File: config.mk
export PLATFORM = sky130hd
export DESIGN_NAME = xbar_allocator
export DESIGN_NICKNAME = d
export VERILOG_FILES = /design/src/rtl/xbar_allocator.sv
export SDC_FILE = /design/constraint.sdc
export NUM_CORES = 1
export LEC_CHECK = 0
export CAP_MARGIN = 20
export CORE_MARGIN = 4
export CORE_UTILIZATION = 30
export DETAILED_ROUTE_END_ITERATION = 10
export PLACE_DENSITY_LB_ADDON = 0.05
export SYNTH_ARGS = -nofsm -noshare
export SYNTH_HDL_FRONTEND = slang
export SYNTH_SLANG_ARGS = --single-unit
File: constraint.sdc
create_clock -name clk -period 15.4 [get_ports clk]
set_input_delay 3.08 -clock clk [delete_from_list [all_inputs] [get_ports clk]]
set_output_delay 3.08 -clock clk [all_outputs]
set_load 0.005 [all_outputs]
File: src/rtl/xbar_allocator.sv
// Five-port wormhole crossbar allocator: per-output round-robin arbitration, packet locking, and credit tracking.
// Grants are combinational from registered state, so there is zero request-to-grant latency; an output with no credit grants nothing.
module xbar_allocator #(
  parameter int CREDITS = 4
) (
  input  logic        clk,
  input  logic        rst,
  input  logic [4:0]  in_valid,
  input  logic [14:0] in_dest,
  input  logic [4:0]  in_tail,
  input  logic [4:0]  credit_ret,
  output logic [4:0]  grant,
  output logic [4:0]  out_valid,
  output logic [14:0] out_sel,
  output logic        credit_err
);

  localparam logic       ST_IDLE   = 1'b0;
  localparam logic       ST_LOCKED = 1'b1;
  localparam logic [3:0] CR_MAX    = 4'(CREDITS);

  logic [4:0] gmask [5];
  logic [4:0] err_set;

  for (genvar o = 0; o < 5; o++) begin : g_out
    logic       state;
    logic [2:0] owner;
    logic [2:0] rr;
    logic [3:0] cr;
    logic [4:0] req;
    logic [2:0] win;
    logic       hit;
    logic       fire;

    always_comb begin
      for (int i = 0; i < 5; i++) begin
        req[i] = in_valid[i] && (in_dest[3*i +: 3] == 3'(o));
      end
    end

    // A locked output only listens to its owner; otherwise scan from rr with wrap at 5.
    always_comb begin
      logic [3:0] sum;
      logic [2:0] idx;
      hit = 1'b0;
      win = 3'd0;
      sum = 4'd0;
      idx = 3'd0;
      if (state == ST_LOCKED) begin
        hit = req[owner];
        win = owner;
      end else begin
        for (int k = 0; k < 5; k++) begin
          sum = {1'b0, rr} + 4'(k);
          idx = (sum >= 4'd5) ? 3'(sum - 4'd5) : sum[2:0];
          if (!hit && req[idx]) begin
            hit = 1'b1;
            win = idx;
          end
        end
      end
    end

    assign fire               = hit && (cr != 4'd0) && !rst;
    assign out_valid[o]       = fire;
    assign out_sel[3*o +: 3]  = fire ? win : 3'd0;
    assign gmask[o]           = fire ? (5'b00001 << win) : 5'b00000;
    assign err_set[o]         = credit_ret[o] && !fire && (cr == CR_MAX);

    always_ff @(posedge clk) begin
      if (rst) begin
        state <= ST_IDLE;
        owner <= 3'd0;
        rr    <= 3'd0;
        cr    <= CR_MAX;
      end else begin
        if (fire) begin
          if (state == ST_IDLE) begin
            rr <= (win == 3'd4) ? 3'd0 : win + 3'd1;
            if (!in_tail[win]) begin
              state <= ST_LOCKED;
              owner <= win;
            end
          end else if (in_tail[win]) begin
            state <= ST_IDLE;
          end
        end
        // A return while already full is dropped and flagged through err_set.
        case ({fire, credit_ret[o]})
          2'b10:   cr <= cr - 4'd1;
          2'b01:   if (cr != CR_MAX) cr <= cr + 4'd1;
          default: cr <= cr;
        endcase
      end
    end
  end

  always_comb begin
    grant = 5'b00000;
    for (int o = 0; o < 5; o++) begin
      grant = grant | gmask[o];
    end
  end

  always_ff @(posedge clk) begin
    if (rst) begin
      credit_err <= 1'b0;
    end else if (|err_set) begin
      credit_err <= 1'b1;
    end
  end

endmodule

==> results of run 1 <==
==> power by group <==
part           switching, uW  leakage (uW)  internal (uW)
Clock                   64.5     0.0000702           61.1
Sequential              93.4      0.000457            197
Combinational           1450       0.00363           1010
==> cell usage in the layout, fill, tap and decap left out, types with 10 or more instances in the layout <==
cell / n
xnor2_1: 16
nor2_1: 138
a22oi_1: 18
a21o_1: 17
a21oi_1: 73
clkdlybuf4s50_1: 56
inv_1: 63
nor3_1: 45
dfxtp_1: 56
nand4bb_1: 12
mux2i_1: 46
and2_1: 13
and3_1: 13
o211ai_1: 16
o21ai_0: 44
o31ai_1: 13
or2_2: 11
nand2b_1: 28
nor4b_1: 10
ha_1: 75
nand3_1: 25
xor2_1: 17
nand2_1: 77
a211oi_1: 13
o22ai_1: 13
nor2b_1: 29
fa_1: 10
mux2_2: 10
or3_1: 14
buf_4: 11
==> worst paths after layout <==
| check | from | end | slack [ns] | cells after the start |
|---|---|---|---|---|
| max reg2reg | g_out[1].rr[0] | g_out[1].cr[3] | 9.98 | 17 |
| min reg2reg | g_out[0].owner[2] | g_out[0].owner[2] | 0.51 | 2 |
| max | in_dest[12] | grant[3] | 4.65 | 13 |
| min | g_out[0].owner[2] | g_out[0].owner[2] | 0.51 | 2 |
==> worst reg2reg max path: cells and delay by family, from the launching register on <==
family,cells,cell delay (ns)
AOI/OAI and AO/OA,6,1.78
xor gates and xnor gates,1,0.16
adders and majority gates,3,1.19
buffers and inverters,2,0.78
DFF,1,0.31
muxes,2,0.61
and+or+nand+nor,3,0.46
==> metrics by stage <==
stage / worst slack (ns) / utilization / hold slack, ns / instances
global route: 4.294 / 0.3383 / 0.5487 / 1680
detailed placement: 4.688 / 0.3335 / 0.4964 / 1671
floorplan: 6.380 / - / 0.4519 / 1257
CTS: 4.669 / 0.3381 / 0.5100 / 1679
finish: 4.655 / 0.3383 / 0.5097 / 1680
global placement: 4.508 / 0.3333 / 0.4812 / 1670
==> cells in the mapped netlist, drive strengths merged, types with 10 or more instances <==
cell type,n
a21o,17
or3,16
o31ai,16
inv,69
mux2i,47
nand4bb,12
clkbuf,32
xor2,17
nand2b,28
mux2,12
ha,75
and2,15
nand2,77
a22oi,20
and3,13
nor4b,11
nor2b,29
o22ai,13
buf,25
nand3,25
nor2,139
nor3,47
a31oi,10
dfxtp,56
xnor2,16
a211oi,16
or2,14
fa,10
o211ai,17
o21ai,54
a21oi,75
==> cells by family (layout without fill, tap and decap cells) <==
| kind of cell | Yosys count | count (layout) | synth area share |
|---|---|---|---|
| AOI/OAI and AO/OA | 390 | 390 | 0.3113 |
| and+or+nand+nor | 496 | 496 | 0.2850 |
| xor gates and xnor gates | 33 | 33 | 0.02976 |
| DFF | 56 | 56 | 0.1154 |
| adders and majority gates | 85 | 85 | 0.1173 |
| muxes | 68 | 68 | 0.08362 |
| buffers and inverters | 129 | 150 | 0.05760 |
==> registers in the layout, indices dropped and copies added (netlist names) <==
signal,flops
credit_err,1
g_out.cr,20
g_out.owner,15
g_out.rr,15
g_out.state,5
==> layer usage <==
metal,up-vias,GRT usage,share of wire
met5,-,0,0
met4,0,0.04602,0.020
met3,33,0.01210,0.028
met2,214,0.3489,0.50
met1,4845,0.2424,0.45
li1,4858,-,-
==> cell type report <==
type / instances / area (um2)
Fill cell: 3487 / 20990
Multi-Input combinational cell: 1072 / 8030
Sequential cell: 56 / 1121
Timing Repair Buffer: 70 / 660.6
Tap cell: 402 / 503.0
Inverter: 72 / 270.3
Clock buffer: 5 / 125.1
Clock inverter: 3 / 21.27
==> impl_metrics.py, run 1 <==
metrics = {
    "yosys": {
        "seq_area_frac_synth": 0.1154,
        "ys_warn_count": 0,
        "synthesis.area_um2": 9711,
        "netlist.area_leader.share": 0.1154,
        "synth_top_area_cell": "dfxtp_1",
        "yosysUniqueCellTypes": 122,
        "async_flop_share": 0,
        "synth_area_leaders": "dfxtp_1, ha_1, nor2_1",
        "syn_area_per_cell_um2": 7.725,
        "synth_cells": 1257,
        "synth.net_count": 1374,
        "synth_ff_type": "dfxtp_1",
        "synth-edff-count": 0,
        "ys_seq_elements": 56,
    },
    "worst_hold_path": {
        "hp-class": "register to register",
    },
    "sta": {
        "finalCriticalPeriod_ns": 10.75,
        "hold_viol": 0,
        "worst_pin_slew_ns": 1.034,
        "rsz0062_at_grt": "no",
        "min_period_over_period": 0.6977,
        "fin_skew_ns": 0.01098,
        "fmaxAchievable_ghz": 0.09307,
        "drv_slew": 0,
        "finalSetupViolations": 0,
        "final.setup.tns_ns": 0,
        "slew_headroom": 0.3015,
    },
    "die": {
        "die_w_um": 187.9,
        "fp-row-count": 65,
        "dieArea_um2": 35310,
        "core_area_um2": 31720,
        "die_h_um": 187.9,
        "start_util": 0.3062,
        "ios": 58,
    },
    "power_and_ir_drop": {
        "p_leak_uw": 0.004158,
        "peakVddDrop_v": 0.00008823,
        "pwr_density_cell_nw_per_um2": 267.6,
        "finalPower_uw": 2872,
    },
    "flow_run": {
        "drv_cap": 0,
    },
    "worst_setup_path": {
        "crit_path_start_kind": "input port",
        "crit_type": "input port to primary output",
        "worstPathMaxFanout": 9,
        "crit_family": "simple AND/OR/NAND/NOR gates",
        "path_buf_inv": 3,
        "cp.required_ns": 12.32,
        "cp_slowest_cell": "nor4bb_1",
        "crit_chain": "clkdlybuf4s50_1, nand4bb_1, nor4bb_1, a21oi_1, nand2_1, a311oi_1, o41ai_4, inv_1, ha_1, ha_1, a222oi_1, nand2_1, clkdlybuf4s50_1",
        "slowest_delay_ns": 1.02,
        "worst_ep_arrival_time_ns": 7.67,
        "critPathCaptureType": "primary output",
    },
    "cts": {
        "clock_path_buffers": 2,
        "post_cts_resized": 0,
        "post_cts_buffers": 0,
        "cts_root_buffer": "clkbuf_16",
        "htree_levels": 2,
        "worstSkewPairLatency_ns": 0.32,
        "tritoncts": "done",
        "cts_hold_buf": 0,
        "clkTransAtPathRegs_ns": 0.08,
        "cts_buffers": 5,
        "cts_sinks": 56,
    },
    "placed_design": {
        "postPlaceCellArea_um2": 10580,
        "gp_congestion": 0.8542,
        "port_buffers": 57,
        "hpwlAfterDp_um": 27760,
    },
    "finish": {
        "fin_area_um2": 10730,
        "syn2layout_area_growth_pct": 10.51,
        "nNetsFinal": 1394,
        "n_antenna_cell": 0,
        "drive_above_1_share": 0.08451,
    },
    "drt": {
        "dr_total_vias": 9950,
        "drc": 0,
        "drt_iter0_drc": 719,
        "wl_per_cell_um": 20.69,
        "antenna_left": 0,
        "drt_wl_total_um": 34750,
        "dr.pass1.iters": 7,
        "drt-vias-per-instance": 5.923,
    },
    "global_route": {
        "grt_start_max_net_pins": 29,
        "antenna_found_initial": 0,
        "grt_usage": 0.1899,
        "grt_overflow": 0,
        "grt_pass1_wl_um": 54600,
        "grt_pass1_vias": 9678,
    },
    "status": {
        "status": "completed",
    },
}
Note: power is estimated with default switching activity, not from simulation.
==> run 2: changes to the inputs <==
Clock period 15.4 ns to 9.3 ns, I/O delays scaled along.
==> impl_metrics.py, run 2 (synthesized netlist as in run 1, its figures left out) <==
metrics = {
    "status": {
        "status": "completed",
    },
    "cts": {
        "worstSkewPairLatency_ns": 0.31,
        "htree_levels": 2,
        "tritoncts": "done",
        "post_cts_buffers": 0,
        "cts_hold_buf": 0,
        "cts_buffers": 5,
        "post_cts_resized": 0,
        "clock_path_buffers": 2,
        "cts_sinks": 56,
        "cts_root_buffer": "clkbuf_16",
        "clkTransAtPathRegs_ns": 0.08,
    },
    "sta": {
        "final.setup.tns_ns": 0,
        "setup_ws_ns": 0.9859,
        "fmaxAchievable_ghz": 0.1203,
        "worst_pin_slew_ns": 1.049,
        "min_period_over_period": 0.8940,
        "drv_slew": 0,
        "slew_headroom": 0.2914,
        "finalSetupViolations": 0,
        "finalCriticalPeriod_ns": 8.314,
        "rsz0062_at_grt": "no",
        "hold_viol": 0,
        "fin_skew_ns": 0.008097,
    },
    "global_route": {
        "grt_pass1_wl_um": 55540,
        "grt_start_max_net_pins": 29,
        "antenna_found_initial": 0,
        "grt_overflow": 0,
        "grt_pass1_vias": 9479,
        "grt_usage": 0.1943,
    },
    "flow_run": {
        "drv_cap": 0,
    },
    "worst_setup_path": {
        "crit_type": "input port to primary output",
        "crit_path_start_kind": "input port",
        "rr_worst_depth": 15,
        "reg2reg_from": "g_out[2].rr[1]",
        "cp.required_ns": 7.44,
        "rr_endpoint": "g_out[2].cr[3]",
        "rrSetupSlack_ns": 4.02,
        "worstPathMaxFanout": 9,
        "critPathCaptureType": "primary output",
        "worst_ep_arrival_time_ns": 6.45,
    },
    "drt": {
        "drc": 0,
        "drt_iter0_drc": 786,
        "antenna_left": 0,
        "dr_total_vias": 9896,
        "wl_per_cell_um": 21.04,
        "drt_wl_total_um": 35370,
        "drt-vias-per-instance": 5.887,
        "dr.pass1.iters": 5,
    },
    "finish": {
        "layout_common_cells": "nor2_1, nand2_1, ha_1",
        "n_antenna_cell": 0,
        "regMostFlops": "g_out.cr",
        "largest_reg_flops": 20,
        "layout_commonest_cell": "nor2_1",
        "multiInputGateArea_um2": 8030,
        "nFillCells": 3378,
        "seq_area_um2": 1121,
        "drive_above_1_share": 0.08444,
        "nNetsFinal": 1395,
        "utilization": 0.3386,
        "final_cells": 1681,
        "top_regs": "g_out.cr (20), g_out.owner (15), g_out.rr (15)",
        "syn2layout_area_growth_pct": 10.60,
    },
    "die": {
        "fp-row-count": 65,
        "die_w_um": 187.9,
        "core_area_um2": 31720,
        "start_util": 0.3062,
        "die_h_um": 187.9,
        "ios": 58,
        "dieArea_um2": 35310,
    },
    "placed_design": {
        "place_inst": 1673,
        "hpwlAfterDp_um": 28120,
        "pre_cts_ws_ns": 1.037,
        "port_buffers": 57,
        "gp_congestion": 0.9034,
    },
    "power_and_ir_drop": {
        "peakVddDrop_v": 0.0001519,
        "pwr_density_cell_nw_per_um2": 445.0,
        "p_leak_uw": 0.004159,
        "finalPower_uw": 4779,
    },
    "worst_hold_path": {
        "min_from": "g_out[0].owner[2]",
        "whs_path_depth": 2,
        "holdPathEnd": "g_out[0].owner[2]",
        "hp-class": "register to register",
    },
}
[run 2: area by class of cell]
class	instances	share of cell area
clock inverters	2	0.001514
inverters	72	0.02516
clock buffers	6	0.01200
repair buffers	71	0.06244
flip-flops and latches	56	0.1044
multi-input cells	1072	0.7477
well taps	402	0.04683
[run 2: how the worst max path moves through the flow]
stage,start,end,cells after the start
detailed placement,in_dest[12],grant[3],13
global placement,in_dest[12],grant[3],13
CTS,in_dest[12],grant[3],13
finish,in_dest[12],grant[3],13
floorplan,in_dest[10],grant[3],13
global route,in_dest[9],grant[3],14
[run 2: report_power, final]
group	internal (uW)	leakage, uW	switching, uW	total (uW)
Sequential	327	0.000457	157	483
Combinational	1670	0.00363	2420	4090
Clock	101	0.0000671	101	202
Total	2100	0.00416	2680	4780
[run 2: stage by stage]
stage	area [um2]	hold WS, ns
after global placement	10600	0.4869
after CTS	10740	0.4995
after global routing	10740	0.5262
after floorplan	9711	0.4519
final	10740	0.4960
after detailed placement	10600	0.4877
[run 2: worst max-delay path: stages]
cell             delay (ns)
clkdlybuf4s50_1        0.51
nand4bb_1              0.52
nor4bb_1               1.01
a21oi_1                0.10
nand2_1                0.11
a311oi_1               0.08
o41ai_4                0.68
inv_1                  0.17
ha_1                   0.23
ha_1                   0.20
a222oi_1               0.39
nand2_1                0.13
clkdlybuf4s50_1        0.47
[run 2: metal layers]
layer  global-route usage  part of all wire
met5                    0                 0
met4              0.04404             0.020
met3              0.01415             0.028
met2               0.3412              0.49
met1               0.2610              0.46
